## src/rtl/ahb_lite_decoder_mux.sv

```systemverilog
// AHB-Lite interconnect slice: address decoder, slave response multiplexer and
// built-in default slave. The default slave answers unmapped transfers with a
// two-cycle ERROR and counts them.

package ahb_lite_decoder_mux_pkg;

  typedef enum logic [1:0] {
    DS_IDLE,
    DS_ERR1,
    DS_ERR2
  } ds_state_e;

  localparam logic [1:0] HTRANS_NONSEQ = 2'b10;
  localparam logic [1:0] HTRANS_SEQ    = 2'b11;

  // Wide enough for 16 regions of up to 64 address bits.
  localparam int unsigned MAP_W = 1024;

  // Builds the default contiguous 1 KiB map: region i spans i*1024 + off.
  function automatic logic [MAP_W-1:0] region_map(int unsigned n, int unsigned aw,
                                                   int unsigned off);
    logic [MAP_W-1:0] map;
    logic [MAP_W-1:0] field;
    logic [MAP_W-1:0] mask;
    map  = '0;
    mask = (MAP_W'(1) << aw) - MAP_W'(1);
    for (int unsigned i = 0; i < n; i++) begin
      field = MAP_W'(i * 1024 + off) & mask;
      map   = map | (field << (i * aw));
    end
    return map;
  endfunction

endpackage

module ahb_lite_decoder_mux
  import ahb_lite_decoder_mux_pkg::*;
#(
  parameter int unsigned NUM_SLAVES    = 4,
  parameter int unsigned ADDR_WIDTH    = 32,
  parameter int unsigned DATA_WIDTH    = 32,
  parameter logic [NUM_SLAVES*ADDR_WIDTH-1:0] START_ADDR =
    (NUM_SLAVES*ADDR_WIDTH)'(region_map(NUM_SLAVES, ADDR_WIDTH, 0)),
  parameter logic [NUM_SLAVES*ADDR_WIDTH-1:0] END_ADDR =
    (NUM_SLAVES*ADDR_WIDTH)'(region_map(NUM_SLAVES, ADDR_WIDTH, 1023)),
  parameter int unsigned ERR_CNT_WIDTH = 16
) (
  input  logic                             clk,
  input  logic                             rst,
  input  logic [ADDR_WIDTH-1:0]            haddr,
  input  logic [1:0]                       htrans,
  output logic [NUM_SLAVES-1:0]            hsel,
  input  logic [NUM_SLAVES*DATA_WIDTH-1:0] s_hrdata,
  input  logic [NUM_SLAVES-1:0]            s_hreadyout,
  input  logic [NUM_SLAVES-1:0]            s_hresp,
  output logic [DATA_WIDTH-1:0]            hrdata,
  output logic                             hready,
  output logic                             hresp,
  output logic [ERR_CNT_WIDTH-1:0]         err_count
);

  // Data-phase select encoding: 0..NUM_SLAVES-1 are real slaves, DS is the
  // built-in default slave.
  localparam int unsigned        DSEL_W = $clog2(NUM_SLAVES + 1);
  localparam logic [DSEL_W-1:0]  DS     = DSEL_W'(NUM_SLAVES);

  logic                     hit;
  logic [DSEL_W-1:0]        hit_idx;
  logic                     err_req;
  logic [DSEL_W-1:0]        dsel_q, dsel_d;
  ds_state_e                state_q, state_d;
  logic [ERR_CNT_WIDTH-1:0] cnt_q, cnt_d;

  // Address decode; scanning from the top down lets the lowest index win.
  // NOTE: every always_comb output gets a default first so no path leaves it
  // unassigned, which would otherwise infer a latch.
  always_comb begin
    hit     = 1'b0;
    hit_idx = DS;
    for (int i = NUM_SLAVES - 1; i >= 0; i--) begin
      if (haddr >= START_ADDR[i*ADDR_WIDTH +: ADDR_WIDTH] &&
          haddr <= END_ADDR[i*ADDR_WIDTH +: ADDR_WIDTH]) begin
        hit     = 1'b1;
        hit_idx = DSEL_W'(i);
      end
    end
    hsel = hit ? (NUM_SLAVES'(1) << hit_idx) : '0;
  end

  // Data-phase response mux; the default slave drives zero data.
  always_comb begin
    hrdata = '0;
    hready = (state_q != DS_ERR1);
    hresp  = (state_q != DS_IDLE);
    for (int i = 0; i < NUM_SLAVES; i++) begin
      if (dsel_q == DSEL_W'(i)) begin
        hrdata = s_hrdata[i*DATA_WIDTH +: DATA_WIDTH];
        hready = s_hreadyout[i];
        hresp  = s_hresp[i];
      end
    end
  end

  // An unmapped active transfer is only taken when the bus accepts it.
  assign err_req = hready && !hit && (htrans inside {HTRANS_NONSEQ, HTRANS_SEQ});

  // Next-state logic: default-slave FSM, data-phase select and error counter.
  always_comb begin
    state_d = state_q;
    unique case (state_q)
      DS_IDLE: if (err_req) state_d = DS_ERR1;
      DS_ERR1: state_d = DS_ERR2;
      DS_ERR2: state_d = err_req ? DS_ERR1 : DS_IDLE;
      default: state_d = DS_IDLE;
    endcase
    dsel_d = hready ? hit_idx : dsel_q;
    cnt_d  = (err_req && (cnt_q != '1)) ? cnt_q + ERR_CNT_WIDTH'(1) : cnt_q;
  end

  // State registers; reset parks the data phase on an idle default slave.
  // NOTE: sequential state uses non-blocking assignments so every register
  // samples the pre-edge values regardless of statement order.
  always_ff @(posedge clk or posedge rst) begin
    if (rst) begin
      state_q <= DS_IDLE;
      dsel_q  <= DS;
      cnt_q   <= '0;
    end else begin
      state_q <= state_d;
      dsel_q  <= dsel_d;
      cnt_q   <= cnt_d;
    end
  end

  assign err_count = cnt_q;

endmodule

```

## config.mk

```make
export PLATFORM = sky130hd
export DESIGN_NAME = ahb_lite_decoder_mux
export DESIGN_NICKNAME = d
export VERILOG_FILES = /design/src/rtl/ahb_lite_decoder_mux.sv
export SDC_FILE = /design/constraint.sdc
export NUM_CORES = 1
export LEC_CHECK = 0
export CELL_PAD_IN_SITES_DETAIL_PLACEMENT = 2
export CELL_PAD_IN_SITES_GLOBAL_PLACEMENT = 2
export CORE_ASPECT_RATIO = 1.75
export CORE_MARGIN = 4
export CORE_UTILIZATION = 16
export CTS_BUF_LIST = sky130_fd_sc_hd__clkbuf_16
export CTS_CLUSTER_SIZE = 24
export DETAILED_ROUTE_END_ITERATION = 10
export GPL_ROUTABILITY_DRIVEN = 0
export MAX_ROUTING_LAYER = met4
export PLACE_DENSITY_LB_ADDON = 0.1
export SYNTH_ARGS = -nofsm -noshare
export SYNTH_HDL_FRONTEND = slang
export SYNTH_SLANG_ARGS = --single-unit
```

## constraint.sdc

```tcl
create_clock -name clk -period 2.7 [get_ports clk]
set_input_delay 0.27 -clock clk [delete_from_list [all_inputs] [get_ports clk]]
set_output_delay 0.27 -clock clk [all_outputs]
set_load 0.01 [all_outputs]
```

==> results of run 1 <==
## cells in the final DEF, fill, tap and decap left out, types with 2 or more instances in the layout
| cell | Yosys | final |
|---|---|---|
| nand3_1 | 9 | 9 |
| clkdlybuf4s50_1 | 0 | 214 |
| clkbuf_16 | 0 | 3 |
| mux4_2 | 33 | 33 |
| nand2_1 | 6 | 6 |
| xnor2_1 | 14 | 14 |
| and3_1 | 8 | 8 |
| nand4_1 | 11 | 11 |
| nor4_1 | 6 | 6 |
| and4_1 | 4 | 4 |
| inv_1 | 4 | 4 |
| mux2_2 | 2 | 2 |
| nor2b_1 | 33 | 33 |
| o21ai_0 | 2 | 2 |
| buf_4 | 1 | 12 |
| nor3_1 | 3 | 3 |
| dfrtp_1 | 20 | 19 |
| nor2_1 | 4 | 4 |
## sequential cells by signal, indices dropped and copies added (netlist names)
register	count
dsel_q	3
err_count	16
state_q	2
## cells in the mapped netlist (2+ instances only)
master / count / area [um^2]
nand3_1: 9 / 45.0
nor2_1: 4 / 15.0
inv_1: 4 / 15.0
nor3_1: 3 / 15.0
dfrtp_1: 20 / 500
mux2_2: 2 / 22.5
nor2b_1: 33 / 206
and3_1: 8 / 50.1
and4_1: 4 / 35.0
o21ai_0: 2 / 10.0
mux4_2: 33 / 743
buf_2: 6 / 30.0
clkbuf_1: 10 / 37.5
nor4_1: 6 / 37.5
nand2_1: 6 / 22.5
xnor2_1: 14 / 123
nand4_1: 11 / 68.8
## critical path, stage by stage (launching register included)
cell and delay (ns):
dfstp_2 0.59, buf_4 0.21, or4bb_1 0.17, or3b_1 0.39
inv_1 0.07, clkdlybuf4s50_1 0.57
## per-layer routing
metal	up-vias	global-route usage, %	wire length, um
met3	5	3.93	1200
li1	1181	-	-
met4	0	1.72	62
met5	-	-	0
met1	1268	17.2	4570
met2	118	30.4	6980
## layout make-up
type,count,area (um^2),share of cell area [%]
Clock buffer,3,75.1,1.62
Clock inverter,1,7.51,0.162
Inverter,4,15.0,0.324
Multi-Input combinational cell,152,1560,33.6
Sequential cell,21,528,11.4
Tap cell,174,218,4.70
Timing Repair Buffer,226,2230,48.2
## worst max path at each step
stage	endpoint	depth (start not counted)	slack, ns	startpoint
after floorplan	err_count[14]	5	0.89	dsel_q[2]
final	hready	5	0.17	dsel_q[2]
after CTS	hready	5	0.09	dsel_q[2]
after detailed placement	hsel[1]	6	0.18	haddr[30]
after global routing	hready	5	0.03	dsel_q[2]
after global placement	hsel[0]	6	0.18	haddr[31]
## per-stage QoR
stage | cell area, um^2 | hold slack (ns) | cells | worst slack (ns)
finish | 4630 | 0.452 | 581 | 0.168
global route | 4630 | 0.490 | 581 | 0.0285
CTS | 4630 | 0.455 | 581 | 0.0866
detailed placement | 4550 | 0.446 | 577 | 0.183
global placement | 4550 | 0.447 | 577 | 0.176
floorplan | 2190 | 0.246 | 195 | 0.886
## cell families (layout without fill, tap and decap cells)
kind of cell               Yosys count  in the layout  synth area share, %
DFF                                 21             21                 24.1
adders and majority gates            1              1                0.572
AOI/OAI and AO/OA                    8              8                 3.15
xor gates and xnor gates            14             14                 5.61
buffers and inverters               22            234                 4.63
muxes                               37             37                 36.2
and+or+nand+nor                     92             92                 25.7
## power by group through the flow
stage	logic (mW)	clock network, mW	registers, mW
final	1.04	0.329	0.476
after global routing	1.13	0.355	0.493
after CTS	1.07	0.342	0.479
after detailed placement	1.07	0	0.483
after global placement	1.04	0	0.482
after floorplan	0.372	0	0.476
==> qor.csv, run 1 <==
metric;value;unit
status;finished clean;
wl_per_cell;22.0;um
worstReg2RegStart;dsel_q[2];
internal-power;1.22;mW
fin_worst_skew;0.00228;ns
finalSetupViolCount;0;
max_freq;0.395;GHz
ys_ff_latch;21;
p_leak;1.62;nW
path_max_fanout;12;
clk_latency;0.26;ns
synth-edff-count;0;
synth.avg_cell_area;11.2;um^2
r2r-end;err_count[14];
synth_nets;368;
post_cts_buffers;0;
swShare;33.9;%
max-vdd-ir-drop;0.353;mV
yosysSeqAreaShare;24.1;%
num_vias;2572;
p_sw;0.627;mW
grt_pass1_vias;2915;
utilization;34.6;%
grt_pass1_wl;18600;um
whs_path_depth;1;
seqPwrFrac;25.7;%
ys_async_sr_fraction;100;%
cp.required;2.43;ns
rsz0062_at_grt;false;
grt_use_total;16.2;%
diodes;0;
hold_end;state_q[1];
cts_hold_buf;0;
synthFlopType;dfrtp_1;
drc;0;
cts_tree;done;
fillers;1462;
h-tree-depth;1;
grt_max_degree;25;
p_per_area;399;nW/um^2
drt_iter0_drc;42;
worstSetupPathType;reg2out;
cap_violations;0;
cts_buffers;3;
relSlewSlack;43.7;%
synth_cells;195;
total_power;1.85;mW
ys_types;37;
cts_sinks;21;
ys.warnings.count;0;
final_max_slew_viol_count;0;
wirelength;12800;um
ant_nets;0;
min_path_type;reg2reg;
initial_core_util;16.3;%
die-area;15700;um^2
fin_tns_setup;0;ns
path_clk_slew;0.06;ns
fin_crit_sh;93.8;%
clockBufferDepth;2;
antenna_found_initial;0;
syn_area;2190;um^2
root_buffer;clkbuf_16;
clockPowerShare;17.8;%
hold_viol_final;0;
comb_power_share;56.5;%
layout.nets;581;
via_per_inst;4.43;
r2r_slack;0.66;ns
min-delay-start;state_q[1];
cts-resized-gates;0;
area_growth;112;%
drive_above_1_share;14.0;%
arrival;2.26;ns
period_minus_slack;2.53;ns
core_area;13400;um^2
dpl.hpwl;11000;um
ios;226;
die_h;163;um
port-buffer-count;214;
rows;56;
worstRegToRegCells;6;
end_kind;output port;
worstMarginPinSlew;0.844;ns
overflow;0;
crit_path_start_kind;flip-flop;
first_pass_iters;3;
die_w;96.4;um
(Power assumes the default switching activity.)
==> inputs of run 2 (changes only) <==
Settings changed: ABC_AREA from default to 1, CORE_UTILIZATION 16 to 14, CTS_BUF_LIST sky130_fd_sc_hd__clkbuf_16 to default.
==> run 2 against run 1 <==
Net effect:
- critical path depth up 4
- global-route usage down 0.20 points
- synthesized cell count up 99%
- clock skew up 0.0027 ns
- sequential power up 22%
- register-to-register slack better by 0.03 ns
- non-clock buffer count down 4
- sequential share of layout area down 0.32 points
- fmax up 2.4%
- cell count up 35%
==> qor.csv, run 2 <==
metric;value;unit
root_buffer;clkbuf_16;
hold_viol_final;0;
hold-worst-slack;0.363;ns
end_kind;output port;
final_common_cell;clkdlybuf4s50_1;
die-area;18500;um^2
swShare;41.0;%
synth_nets;561;
synth-edff-count;0;
ios;226;
port-buffer-count;214;
synth.avg_cell_area;5.90;um^2
synth_commonest_cells;171 x nand2_1, 35 x nand4_1, 31 x inv_1;
fin_tns_setup;0;ns
cts_hold_buf;0;
clockBufferDepth;2;
cap_violations;0;
period_minus_slack;2.47;ns
fin_worst_skew;0.00500;ns
overflow;0;
worstMarginPinSlew;0.470;ns
relSlewSlack;68.6;%
ys_async_sr_fraction;100;%
regArea;527;um^2
synth_top_family_by_area;simple AND/OR/NAND/NOR gates;
synth-compound-area-share;7.55;%
synth_simple_gate_area_share;54.9;%
clockPowerShare;13.5;%
grt_pass1_wl;22600;um
min_path_type;in2async;
syn_area;2290;um^2
cpPeakStageDelay;0.58;ns
yosys.area.top_type_share;28.0;%
wl_per_cell;18.9;um
via_per_inst;4.47;
multi_input_area;1560;um^2
drc;0;
p_per_area;512;nW/um^2
crit_path_cell_trace;inv_1, nand3_1, nor2_1, nor2_1, nand2_1, nand2_2, nand2_1, inv_1, clkdlybuf4s50_1;
worstSetupPathType;reg2out;
ys_ff_latch;21;
synth_fa_ha_area_share;0.547;%
clk_latency;0.26;ns
ys.warnings.count;0;
synth_area_leaders;nand2_1 28%, dfrtp_1 22%, nand4_1 9.6%;
p_sw;0.998;mW
cts_buffers;3;
path_clk_slew;0.06;ns
path_max_fanout;5;
wirelength;14900;um
final_max_slew_viol_count;0;
layout_common_cells;214 x clkdlybuf4s50_1, 171 x nand2_1, 35 x nand4_1, 31 x inv_1, 29 x nand3_1;
antenna_found_initial;0;
core_area;16000;um^2
cp.required;2.43;ns
post-synth-top-count-cell;nand2_1;
crit_path_start_kind;flip-flop;
finalSetupViolCount;0;
dpl.hpwl;12500;um
diodes;0;
h-tree-depth;1;
rsz0062_at_grt;false;
die_h;177;um
arrival;2.20;ns
fillers;1894;
cts_tree;done;
drt_iter0_drc;71;
synth_cells;388;
muxShareOfSynthArea;0;%
largest_register_ffs;16;
cts_sinks;21;
die_w;105;um
max-vdd-ir-drop;0.232;mV
drive_above_1_share;4.85;%
fin_crit_sh;91.6;%
rows;61;
initial_core_util;14.3;%
grt_use_total;16.0;%
seqPwrFrac;23.8;%
ant_nets;0;
num_vias;3520;
p_leak;1.96;nW
layout.nets;772;
synthFlopType;dfrtp_1;
crit_slowest_cell;clkdlybuf4s50_1;
synth_xor_area_share;4.98;%
first_pass_iters;4;
yosysSeqAreaShare;23.0;%
comb_power_share;62.7;%
area_growth;108;%
post_cts_buffers;0;
grt_max_degree;36;
max_freq;0.404;GHz
grt_pass1_vias;3874;
synth.largest_area_cell;nand2_1;
ys_types;30;
status;finished clean;
cts-resized-gates;0;
internal-power;1.44;mW
==> run 2: cell count changes after synthesis, sizes merged, moves of 22 or more <==
cell,delta
nand3,+22
nand2,+166
mux4,-33
inv,+31
nand4,+25
nor2b,-33
==> run 2: critical path: cells and delay by family (launching register included) <==
kind	cells	cell delay, ns
AND/OR/NAND/NOR	6	0.61
flip-flops	1	0.57
buffers and inverters	3	0.77
==> run 2: logic make-up (layout without fill, tap and decap cells) <==
logic type / Yosys count / in the layout
buffers and inverters: 51 / 261
adder cells (fa/ha/maj): 1 / 1
AO/OA/AOI/OAI: 25 / 25
AND/OR/NAND/NOR: 277 / 277
flip-flops: 21 / 21
XOR/XNOR: 13 / 13
==> run 2: cell type report <==
type                            count  share of cell area [%]
Clock buffer                        3                    1.58
Clock inverter                      1                   0.105
Inverter                           35                    2.76
Multi-Input combinational cell    316                    32.7
Sequential cell                    21                    11.1
Tap cell                          189                    4.97
Timing Repair Buffer              222                    46.8
==> run 2: worst paths after layout <==
path / startpoint / endpoint / slack [ns] / cells past startpoint
worst min register to register: state_q[0] / state_q[0] / 0.45 / 1
max in group asynchronous: rst / dsel_q[2] / 2.05 / 3
worst min-delay path: rst / err_count[5] / 0.36 / 3
worst max register to register: err_count[0] / err_count[2] / 0.69 / 7
min in group clk: state_q[0] / state_q[0] / 0.45 / 1
worst max-delay path: dsel_q[2] / hready / 0.23 / 9
==> run 2: stage by stage <==
step	setup slack, ns	area (um^2)	power (mW)	std cells	utilization [%]
floorplan	0.979	2290	1.23	388	-
global placement	0.377	4680	2.10	783	29.3
detailed placement	0.365	4680	2.15	783	29.3
CTS	0.162	4760	2.50	787	29.8
global route	0.00646	4760	2.64	787	29.8
finish	0.226	4760	2.44	787	29.8
==> run 2: power groups by stage <==
stage               Combinational [mW]  Clock [mW]  Sequential (mW)
detailed placement                1.57           0            0.583
global placement                  1.52           0            0.581
CTS                               1.58       0.342            0.583
finish                            1.53       0.329            0.580
global route                      1.68       0.354            0.603
floorplan                        0.647           0            0.578
==> run 2: metal layers <==
metal	part of all wire, %	vias to the layer above	wire, um	GRT usage (%)
met1	37	1712	5550	16.1
met5	0	-	0	-
li1	-	1683	-	-
met3	4.1	11	616	2.37
met2	57	114	8520	32.0
met4	1.5	0	225	3.45
